[config.mk]
export PLATFORM = sky130hd
export DESIGN_NAME = onehot_decoder_buf
export DESIGN_NICKNAME = d
export VERILOG_FILES = /design/src/rtl/onehot_decoder_buf.sv
export SDC_FILE = /design/constraint.sdc
export NUM_CORES = 1
export LEC_CHECK = 0
export CORE_AREA = 2 2 57 59
export CTS_CLUSTER_SIZE = 28
export DETAILED_ROUTE_END_ITERATION = 10
export DIE_AREA = 0 0 59 61
export GPL_ROUTABILITY_DRIVEN = 0
export GPL_TIMING_DRIVEN = 0
export PLACE_DENSITY = 0.83
export SLEW_MARGIN = 20
export SYNTH_ARGS = -nofsm -noshare
export SYNTH_HDL_FRONTEND = slang
export SYNTH_SLANG_ARGS = --single-unit
[constraint.sdc]
create_clock -name clk -period 1.46 [get_ports clk]
set_clock_uncertainty 0.05 [all_clocks]
set_input_delay 0.219 -clock clk [delete_from_list [all_inputs] [get_ports clk]]
set_output_delay 0.219 -clock clk [all_outputs]
set_load 0.01 [all_outputs]
[src/rtl/onehot_decoder_buf.sv]
// Binary index to one-hot decoder with a 2-entry output buffer and valid/ready on both sides.
// Outputs come from registered state only; there is no combinational path from input to output.
module onehot_decoder_buf #(
   parameter int IN_W  = 3,
   parameter int DEPTH = 2,
   parameter int CNT_W = 8,
   localparam int OUT_W = 1 << IN_W
) (
   input  logic             clk,
   input  logic             rst,
   input  logic             in_valid,
   output logic             in_ready,
   input  logic [IN_W-1:0]  in_index,
   output logic             out_valid,
   input  logic             out_ready,
   output logic [OUT_W-1:0] out_onehot,
   output logic [CNT_W-1:0] dec_count
);

   logic [OUT_W-1:0] mem_q [DEPTH];
   logic             rd_ptr_q, rd_ptr_d;
   logic             wr_ptr_q, wr_ptr_d;
   logic [1:0]       count_q, count_d;
   logic [CNT_W-1:0] dec_count_q, dec_count_d;
   logic             push, pop;

   assign in_ready   = (count_q != 2'(DEPTH));
   assign out_valid  = (count_q != 2'd0);
   assign out_onehot = out_valid ? mem_q[rd_ptr_q] : '0;
   assign dec_count  = dec_count_q;

   assign push = in_valid & in_ready;
   assign pop  = out_valid & out_ready;

   always_comb begin
      rd_ptr_d    = rd_ptr_q;
      wr_ptr_d    = wr_ptr_q;
      count_d     = count_q;
      dec_count_d = dec_count_q;
      if (push) begin
         wr_ptr_d = ~wr_ptr_q;
      end
      if (pop) begin
         rd_ptr_d    = ~rd_ptr_q;
         dec_count_d = dec_count_q + CNT_W'(1);
      end
      // Simultaneous push and pop leaves occupancy unchanged.
      if (push && !pop) begin
         count_d = count_q + 2'd1;
      end else if (pop && !push) begin
         count_d = count_q - 2'd1;
      end
   end

   always_ff @(posedge clk or posedge rst) begin
      if (rst) begin
         rd_ptr_q    <= 1'b0;
         wr_ptr_q    <= 1'b0;
         count_q     <= 2'd0;
         dec_count_q <= '0;
      end else begin
         rd_ptr_q    <= rd_ptr_d;
         wr_ptr_q    <= wr_ptr_d;
         count_q     <= count_d;
         dec_count_q <= dec_count_d;
      end
   end

   for (genvar gi = 0; gi < DEPTH; gi++) begin : g_entry
      always_ff @(posedge clk or posedge rst) begin
         if (rst) begin
            mem_q[gi] <= '0;
         end else if (push && (wr_ptr_q == 1'(gi))) begin
            mem_q[gi] <= OUT_W'(1) << in_index;
         end
      end
   end

endmodule
* Word-level counts from Yosys, hierarchy flattened *
Index checks and enable logic that the tools add are counted.
Widths: inputs -> output; s select.

storage, ports and cells
  register bits after elaboration = 28
  input port bits = 7
  output and inout port bits = 18
  logic and storage cells = 31

cells by class
  add/subtract/negate cells = 3
  order comparisons = 1
  equal/unequal tests = 1
  shifts and indexed selects = 1
  multiplexer cells = 6
  bitwise gates (word level) = 5
  reduce and logical (&&, ||, !) cells = 8

operators with widths
  kind                 number
  $mux 8               4
  $add 8x1->8 const B  1
  $shl 1x3->8 const A  1
  $logic_and 1x1->1    4
  $mux 2               2
  $reduce_bool 2->1    2
  $add 2x1->2 const B  1
  $and 1x1->1          2
  $ge 2x2->1 const B   1
  $logic_not 1->1      2
  $ne 2x2->1 const B   1
  $not 1->1            2
  $not 1->2            1
  $sub 2x1->2 const B  1

* Longest topological paths before layout *
  word-level depth = 6
  depth in mapped cells = 6
  gate-level depth less buffers = 6

* Least setup slack after synthesis *
No wires, ideal clock.

  kind = reg-to-reg
  start = register count_q[0]
  end = register count_q[1]
  setup time = 0.079 ns
  arrival time = 1.335 ns
  slack = -0.005 ns
  stages on the path, launching flop included = 6
  cells stage by stage = dfrtp_1 > nand2b_4 > and2_1 > ha_1 > nor2_1 > xor2_1

between the ends
  cells in the longest elaborated chain, start to end = 5
  elaborated cells on any way between the ends = 13
  those cells by class = 2 x add/sub; 1 x eq/ne; 2 x mux; 2 x bitwise; 6 x reduce/logical

RTL lines
  item                         RTL line  RTL
  start, declared              23        logic [1:0] count_q, count_d;
  start signal, assigned       64        count_q <= count_d;
  $ne 2x2->1 *                 27        assign in_ready = (count_q != 2'(DEPTH));
  via in_ready                 12        output logic in_ready,
  $and 1x1->1 *                32        assign push = in_valid & in_ready;
  via push                     25        logic push, pop;
  $logic_not 1->1              50        end else if (pop && !push) begin
  $logic_and 1x1->1            50
  $reduce_bool 2->1 (no line)  n/a

Mark *: on every way through the listed nets, which the timed path passes. The rest lies on a longest branch. The select of a mux whose other input is x is not followed.
A chain may end at the register's enable or synchronous reset.

* Worst setup path after layout *
  start = register count_q[1]
  end = output port out_onehot[0]

between the ends
  cells in the longest elaborated chain, start to end = 2

RTL lines
  item               RTL line  RTL
  $reduce_bool 2->1  28        assign out_valid = (count_q != 2'd0);
  $mux 8             29        assign out_onehot = out_valid ? mem_q[rd_ptr_q] : '0;
  end, declared      16        output logic [OUT_W-1:0] out_onehot,

Every way passes these cells.

==> reports/summary.md <==
* **total power draw** 0.00370 W
* **switching power summed over all nets** 0.00135 W
* **launching element type of the critical path** register
* **count of placed standard cells including taps** 166
* **Worst slew margin** 0.609
* **global-route wire length before repair** 4860 um
* **H-Tree Level Count** 1
* **post-route cell area** 1830 um2
* **failing checks** negative setup slack
* **total DRC errors in the routed layout** 0
* **setup repair after global routing missed its margin** yes
* **post-CTS clock slew at the launch and capture registers of the worst setup and hold paths** 0.14 ns
* **number of rows created at floorplan** 20
* **total via count in the routed design** 991
* **WL met1** 1290 um
* **maximum clock insertion buffer count** 2
* **met3 WL** 140 um
* **total grt overflow** 0
* **max cap viols** 0
* **detailed-route wire length per cell** 16.2 um
* **area share of the leading cell type in the synthesized netlist** 0.531
* **total detailed-routing wirelength** 3020 um
* **number of diodes added for antenna fixing** 0
* **number of warning messages in the yosys log** 0
* **initial core utilization** 0.447
* **Die Ht** 61 um
* **cell types occupying the most area after synthesis** dfrtp_1 (53%), mux2_2 (14%), mux2i_1 (6.1%)
* **smallest setup slack after layout** -0.101 ns
* **final setup violating endpoints** 18
* **proportion of power drawn by flip-flops and latches** 0.361
* **TritonCTS clock tree** done
* **final number of max-transition violations** 0
* **logic gate share of total power** 0.555
* **portion of total power attributed to the clock network** 0.084
* **Cell Area, Placed** 1600 um2
* **Worst Reg2Reg Path Length in Cells** 5
* **summed negative setup slack over all endpoints** -0.879 ns
* **post-synthesis cell type with the largest combined area** dfrtp_1
* **fill cell count** 242
* **category of the worst setup path capture point** primary output
* **Worst Path Class, Setup** reg -> out
* **placeable core region** 2950 um2
* **measured slew at the worst slew-check pin** 0.586 ns
* **wire length on met2** 1560 um
* **total internal power** 0.00235 W
* **final hold viol count** 0
* **net count reported at finish** 165
* **pin count of the biggest net entering global routing** 29
* **boundary pin count** 25
* **Die X** 59 um
* **largest fanout on the critical path** 4
* **clock tree sinks** 28
* **result of the run** finished, violations left
* **root buf cell** clkbuf_4
* **post-layout min period** 1.56 ns
* **post-synth design cell area** 1320 um2
* **Sequential cell area** 704 um2
* **required time worst endpoint** 1.19 ns
* **number of cells in the finished layout apart from fillers** 187
* **switching share of total power** 0.365
* **vias in the first global route** 1033
* **antenna violations before repair** 0
* **synthesized netlist cell count** 109
* **maximum frequency from static timing analysis** 641 MHz
* **Yosys reg bits** 28
* **final HPWL from detailed placement** 1780 um
* **Synth cell types** 22
* **number of design-rule violations left by the first detailed-router iteration** 31
* **Layout Area Growth over Synthesis** 38.3%
* **worst hold-check path type** in -> async
* **net count after synthesis** 118
* **number of clock buffers inserted by TritonCTS** 3
* **sequential fraction of the synthesis area** 0.531
* **largest vdd supply drop** 0.00111 V
* **data arrival time of the critical path** 1.29 ns
* **overall global routing resource usage** 0.184
* **count of port buffers added during placement** 24
* **fraction of layout instances using a drive strength above 1** 0.422
* **clock insertion delay at the later pin of the skew report** 0.32 ns
* **Vias per Instance** 5.30
* **die area** 3600 um2
* **pwr dens** 2030 nW/um2
* **DRT antenna net count** 0
* **Mean Syn Cell Area** 12.1 um2
* **Leakage** 0.933 nW
* **uppermost layer routed** met4
* **pre-CTS WS** -0.466 ns
* **final period utilization** 1.07
* **area occupied by multi-input gates** 673 um2
* **first drt pass iteration count** 4
kinds of logic after synthesis:
logic type / synth area share
and+or+nand+nor: 0.149
muxes: 0.197
buffers and inverters: 0.0180
adders and majority gates: 0.0190
AOI/OAI and AO/OA: 0.00664
xor gates and xnor gates: 0.0796
DFF: 0.531
timing repair:
item,CTS,global route
hold buffers,0,0
gates resized for setup,74,8
endpoints found under the hold margin,0,0
cloned,1,0
setup buffers,16,1
pin swaps,5,4
endpoints found under the setup margin,21,20
flip-flops by register name, summed over array words and instances (netlist names):
| signal | flops |
|---|---|
| rd_ptr_q | 1 |
| mem_q | 16 |
| wr_ptr_q | 1 |
| count_q | 2 |
| dec_count | 8 |
synthesized netlist by cell type:
| master | n |
|---|---|
| and2_1 | 1 |
| nand4_1 | 3 |
| inv_2 | 1 |
| xor2_1 | 6 |
| mux2_2 | 16 |
| inv_1 | 2 |
| o21a_2 | 1 |
| nor3b_1 | 3 |
| nor3_1 | 3 |
| buf_2 | 1 |
| nor2_1 | 13 |
| and3b_1 | 2 |
| nand2b_4 | 1 |
| and3_1 | 2 |
| nand3_2 | 1 |
| dfrtp_1 | 28 |
| nand3_1 | 1 |
| xnor2_1 | 6 |
| ha_1 | 2 |
| nand2_1 | 7 |
| mux2i_1 | 8 |
| buf_4 | 1 |
power by group through the flow:
stage	Combinational (W)	Clock, W	Sequential (W)
floorplan	0.000906	0	0.00135
global placement	0.00148	0	0.00135
detailed placement	0.00153	0	0.00138
CTS	0.00195	0.000323	0.00131
global route	0.00222	0.000353	0.00138
finish	0.00205	0.000311	0.00134
metrics by stage:
stage,util,hold WS [ns]
CTS,0.602,0.423
floorplan,-,0.234
global placement,0.543,0.409
detailed placement,0.543,0.410
global route,0.618,0.266
finish,0.618,0.213
final timing paths:
kind / end / start / slack [ns]
max: out_onehot[0] / count_q[1]$_DFFE_PP0P_ / -0.10
min in group clk: dec_count[7]$_DFFE_PP0P_ / dec_count[7]$_DFFE_PP0P_ / 0.42
max in group asynchronous: dec_count[2]$_DFFE_PP0P_ / rst / 0.73
max reg2reg: mem_q[9]$_DFFE_PP0P_ / count_q[1]$_DFFE_PP0P_ / -0.03
min: mem_q[6]$_DFFE_PP0P_ / rst / 0.21
min reg2reg: dec_count[7]$_DFFE_PP0P_ / dec_count[7]$_DFFE_PP0P_ / 0.42
per-layer routing:
layer | global-route usage | up-vias
met2 | 0.340 | 27
met4 | 0.0487 | 0
li1 | - | 458
met1 | 0.226 | 502
met3 | 0.0256 | 4
met5 | 0 | -
cell usage in the layout, fill, tap and decap left out, drive strengths merged, types with 2 or more instances in the layout:
master and count:
clkdlybuf4s50 6, and3 2, xor2 6, nor3 3, nand4 3, mux2 16
ha 2, xnor2 6, nand2 7, nor2 13, nor3b 3, nand3 2
and3b 2, dlygate4sd2 8, inv 3, buf 30, clkbuf 3, dfrtp 28
mux2i 8
area by class of cell:
class | instances | area share
multi-input combinational | 76 | 0.369
clock buffer | 3 | 0.0123
timing repair buffer | 42 | 0.191
buffer | 2 | 0.0123
sequential | 28 | 0.386
tap | 33 | 0.0226
inverter | 3 | 0.00754
critical path, stage by stage (launching register included):
cell	delay, ns
dfrtp_2	0.47
nor2_4	0.17
buf_6	0.14
nor2_1	0.05
buf_2	0.14
(Power assumes the default switching activity.)
